<file path="src/rtl/freq_div_gen.sv">
// Programmable divide-by-(T+1) clock-enable generator.
// Emits a one-cycle tick and a 50%-duty divided clock; all outputs registered.
module freq_div_gen #(
  parameter int                 WIDTH   = 4,
  parameter logic [WIDTH-1:0]   DEF_DIV = WIDTH'(3)
) (
  input  logic             clk,
  input  logic             rst,
  input  logic             en,
  input  logic             load,
  input  logic [WIDTH-1:0] div_val,
  output logic [WIDTH-1:0] cnt,
  output logic [WIDTH-1:0] div_cur,
  output logic             tick,
  output logic             clk_out,
  output logic             pend
);

  typedef enum logic {
    IDLE = 1'b0,
    RUN  = 1'b1
  } state_e;

  state_e           state_q, state_d;
  logic [WIDTH-1:0] cnt_q, cnt_d;
  logic [WIDTH-1:0] div_cur_q, div_cur_d;
  logic [WIDTH-1:0] shadow_q, shadow_d;
  logic             tick_q, tick_d;
  logic             clk_out_q, clk_out_d;
  logic             pend_q, pend_d;
  logic             term;
  logic             idle_ld;
  logic             run_term;
  logic             run_step;

  // cnt > div_cur is unreachable normally; wrapping on it self-recovers.
  assign term = (cnt_q >= div_cur_q);

  always_comb begin
    state_d = state_q;
    case (state_q)
      IDLE:    if (en)  state_d = RUN;
      RUN:     if (!en) state_d = IDLE;
      default: state_d = IDLE;
    endcase
  end

  assign idle_ld  = (state_d == IDLE) && load;
  assign run_term = (state_d == RUN) && term;
  assign run_step = (state_d == RUN) && !term;

  always_comb begin
    cnt_d     = cnt_q;
    div_cur_d = div_cur_q;
    shadow_d  = shadow_q;
    pend_d    = pend_q;
    tick_d    = 1'b0;
    clk_out_d = clk_out_q;
    unique case (1'b1)
      idle_ld: begin
        div_cur_d = div_val;
        cnt_d     = '0;
        pend_d    = 1'b0;
      end
      run_term: begin
        cnt_d     = '0;
        tick_d    = 1'b1;
        clk_out_d = ~clk_out_q;
        pend_d    = 1'b0;
        if (load)        div_cur_d = div_val;
        else if (pend_q) div_cur_d = shadow_q;
      end
      run_step: begin
        cnt_d = cnt_q + WIDTH'(1);
        if (load) begin
          shadow_d = div_val;
          pend_d   = 1'b1;
        end
      end
      default: ;
    endcase
  end

  always_ff @(posedge clk or negedge rst) begin
    if (!rst) begin
      state_q   <= IDLE;
      cnt_q     <= '0;
      div_cur_q <= DEF_DIV;
      shadow_q  <= '0;
      tick_q    <= 1'b0;
      clk_out_q <= 1'b0;
      pend_q    <= 1'b0;
    end else begin
      state_q   <= state_d;
      cnt_q     <= cnt_d;
      div_cur_q <= div_cur_d;
      shadow_q  <= shadow_d;
      tick_q    <= tick_d;
      clk_out_q <= clk_out_d;
      pend_q    <= pend_d;
    end
  end

  assign cnt     = cnt_q;
  assign div_cur = div_cur_q;
  assign tick    = tick_q;
  assign clk_out = clk_out_q;
  assign pend    = pend_q;

endmodule

</file>
<file path="config.mk">
export PLATFORM = sky130hd
export DESIGN_NAME = freq_div_gen
export DESIGN_NICKNAME = d
export VERILOG_FILES = /design/src/rtl/freq_div_gen.sv
export SDC_FILE = /design/constraint.sdc
export NUM_CORES = 1
export LEC_CHECK = 0
export ABC_AREA = 1
export CAP_MARGIN = 20
export CORE_AREA = 5 5 45 47
export DETAILED_ROUTE_END_ITERATION = 12
export DIE_AREA = 0 0 50 52
export DONT_BUFFER_PORTS = 1
export MAX_ROUTING_LAYER = met4
export PLACE_DENSITY = 0.72
export SLEW_MARGIN = 20
export SYNTH_ARGS = -nofsm -noshare
export SYNTH_HDL_FRONTEND = slang
export SYNTH_SLANG_ARGS = --single-unit
</file>
<file path="constraint.sdc">
create_clock -name clk -period 3.7 [get_ports clk]
set_input_delay 0.74 -clock clk [delete_from_list [all_inputs] [get_ports clk]]
set_output_delay 0.74 -clock clk [all_outputs]
set_load 0.02 [all_outputs]
</file>
==> flow_summary_export.csv <==
group,metric,value,unit
run_status,status,"complete, no violations",
global_routing,grt_pass1_wl,2940,um
sta,layout_min_cycle_time,1.79,ns
clock_network,cts_setup_buffers,0,
setup_path,cp_slowest_cell,"dfstp_2",
min_path,min_path_type,"in -> async",
clock_network,htree_levels,1,
global_routing,track_usage,15.4,%
yosys,synth.top_cell.area_share,37.4,%
route,routed-via-count,657,
layout,final_nets,124,
placement,gp_congestion,0.844,
yosys,synthTopCellsByCount,"nand2_1 (39), inv_1 (14), dfrtp_1 (13)",
placement,dp_cells,123,
setup_path,crit_top_cell,"nand2_1",
sta,worst_pin_slew,0.335,ns
sta,final-hold-violation-count,0,
yosys,ys_seq_elements,15,
sta,fmax,0.559,GHz
sta,slew_violations,0,
setup_path,worstPathRequired,3.89,ns
yosys,synth-edff-count,0,
yosys,yosysUniqueCellTypes,21,
setup_path,crit_path_cell_trace,"inv_1 > ha_1 > nand2_1 > nand2_1 > nand2_1 > nand3_4 > nor2_4 > nand2_4 > nand2_1 > o21ai_2",
setup_path,cp.arrival,1.98,ns
setup_path,critPathLaunch,"div_cur[1]",
setup_path,worst-setup-path-type,"reg -> reg",
route,drt-vias-per-instance,5.17,
floorplan,core_area,0.00161,sq mm
clock_network,numCtsBuffers,3,
clock_network,clockBufferDepth,2,
route,avgRoutedWirePerCell,12.9,um
layout,syn_to_final_growth,4.89,%
yosys,synth_most_common_cell,"nand2_1",
placement,place.port_buffers,0,
clock_network,cts_tree,"yes",
layout,n_antenna_cell,0,
yosys,synth_top_flop_cell,"dfrtp_1",
clock_network,cts_resized,0,
placement,hpwl,1300,um
route,drc,0,
floorplan,num_rows,15,
clock_network,clk_latency,0.29,ns
setup_path,cp_slowest_stage_delay,0.62,ns
setup_path,worst_setup_path_start_kind,"register",
setup_path,r2r_start,"div_cur[1]",
clock_network,cts_hold_buf,0,
global_routing,antenna_found_initial,0,
sta,fin_tns_setup,0,ns
setup_path,crit_buf_inv,1,
global_routing,grt_pass1_vias,669,
yosys,syn_area_per_cell,8.14,sq um
clock_network,clkTransAtPathRegs,0.09,ns
layout,seq_area,378,sq um
yosys,netlist_area,871,sq um
setup_path,critPathTopFamily,"simple AND/OR/NAND/NOR gates",
yosys,ys_warn_count,0,
global_routing,gr-total-overflow,0,
sta,final.period_utilization,48.4,%
global_routing,grt_max_degree,16,
layout,nFillCells,142,
flow_run,maxCapViolations,0,
yosys,synthCells,107,
floorplan,die_y,52,um
floorplan,io_pins,19,
pwr,power,0.846,mW
route,antenna_left,0,
yosys,synth_nets,120,
yosys,synthTopCellsByArea,"dfrtp_1 (37%), nand2_1 (17%), ha_1 (7.2%)",
clock_network,cts_sinks,15,
clock_network,root_buffer,"clkbuf_4",
pwr,p_leak,0.510,nW
layout,stdcell_count,127,
yosys,async_flop_share,100,%
sta,rsz0062_at_grt,"false",
sta,whs,0.128,ns
floorplan,dieArea,0.00260,sq mm
pwr,peakVddDrop,416,uV
route,drtIter0Drc,16,
route,dr.pass1.iters,4,
yosys,yosysTopAreaCell,"dfrtp_1",
setup_path,endpoint_kind,"register",
setup_path,path_max_fanout,7,
layout,multi_input_area,432,sq um
yosys,seq_area_frac_synth,43.4,%
layout,drive_gt1_share,14.5,%
pwr,p_per_area,926,mW/mm^2
sta,slew_headroom,77.7,%
floorplan,start_util,54.0,%
sta,finalSetupViolCount,0,
route,drt_wl_total,1640,um
floorplan,dieWidth,50,um
sta,fin_skew,0.00556,ns
layout,final_core_util,56.6,%
-- placed cells by master (no fill, tap or decap), drive strengths merged --
master  Yosys  layout
xor2        2       2
nor2        4       4
nand2      42      42
clkbuf      0       4
a21oi       2       2
dfrtp      13      13
nand4       2       2
o21ai       7       7
xnor2       1       1
dfstp       2       2
inv        15      15
nand3      11      11
ha          5       5
-- cell families (layout without fill, tap and decap cells) --
logic type / Yosys count / count (layout) / share of synthesized area [%]
XOR/XNOR: 3 / 3 / 3.02
AND/OR/NAND/NOR: 59 / 59 / 32.5
adder cells (fa/ha/maj): 5 / 5 / 7.18
AO/OA/AOI/OAI: 9 / 9 / 6.90
flip-flops: 15 / 15 / 43.4
buffers and inverters: 16 / 19 / 7.04
-- metrics by stage --
stage                     instance area, sq um  setup slack (ns)
final                                      913              1.91
after CTS                                  913              1.90
after global placement                     887              1.96
after floorplan                            871              2.01
after global routing                       913              1.78
after detailed placement                   887              1.91
-- sequential cells by signal, summed over array words and instances, names as in the netlist --
name,flops
tick,1
div_cur,4
shadow_q,4
cnt,4
pend,1
clk_out,1
-- worst register-to-register path, stage by stage (launching register included) --
cell	delay, ns
dfstp_2	0.62
inv_1	0.06
ha_1	0.28
nand2_1	0.07
nand2_1	0.04
nand2_1	0.09
nand3_4	0.13
nor2_4	0.16
nand2_4	0.10
nand2_1	0.09
o21ai_2	0.05
-- routing by layer --
metal / part of all wire [%] / global-route usage, % / vias up
li1: - / - / 347
met1: 45 / 18.0 / 287
met2: 46 / 24.3 / 17
met5: 0 / - / -
met4: 2.4 / 7.86 / 0
met3: 7.4 / 4.30 / 6
-- final timing paths --
path                          endpoint  slack (ns)  depth (start not counted)
setup / recovery           shadow_q[3]        1.91                         10
hold / removal                  cnt[3]        0.13                          0
setup reg to reg           shadow_q[3]        1.91                         10
hold reg to reg            shadow_q[0]        0.49                          2
max in group asynchronous   div_cur[1]        3.40                          0
min in group clk           shadow_q[0]        0.49                          2
-- power breakdown --
group / leakage (nW) / internal, mW / switching (mW)
clock: 0.0150 / 0.0420 / 0.0555
combinational: 0.308 / 0.143 / 0.241
sequential: 0.186 / 0.244 / 0.121
total: 0.510 / 0.429 / 0.417
-- cell type report --
class	instances	share of cell area, %
Multi-Input combinational cell	76	47.3
Tap cell	17	2.33
Sequential cell	15	41.4
Clock buffer	4	2.88
Inverter	15	6.16
Power figures use the tool's default switching activity.
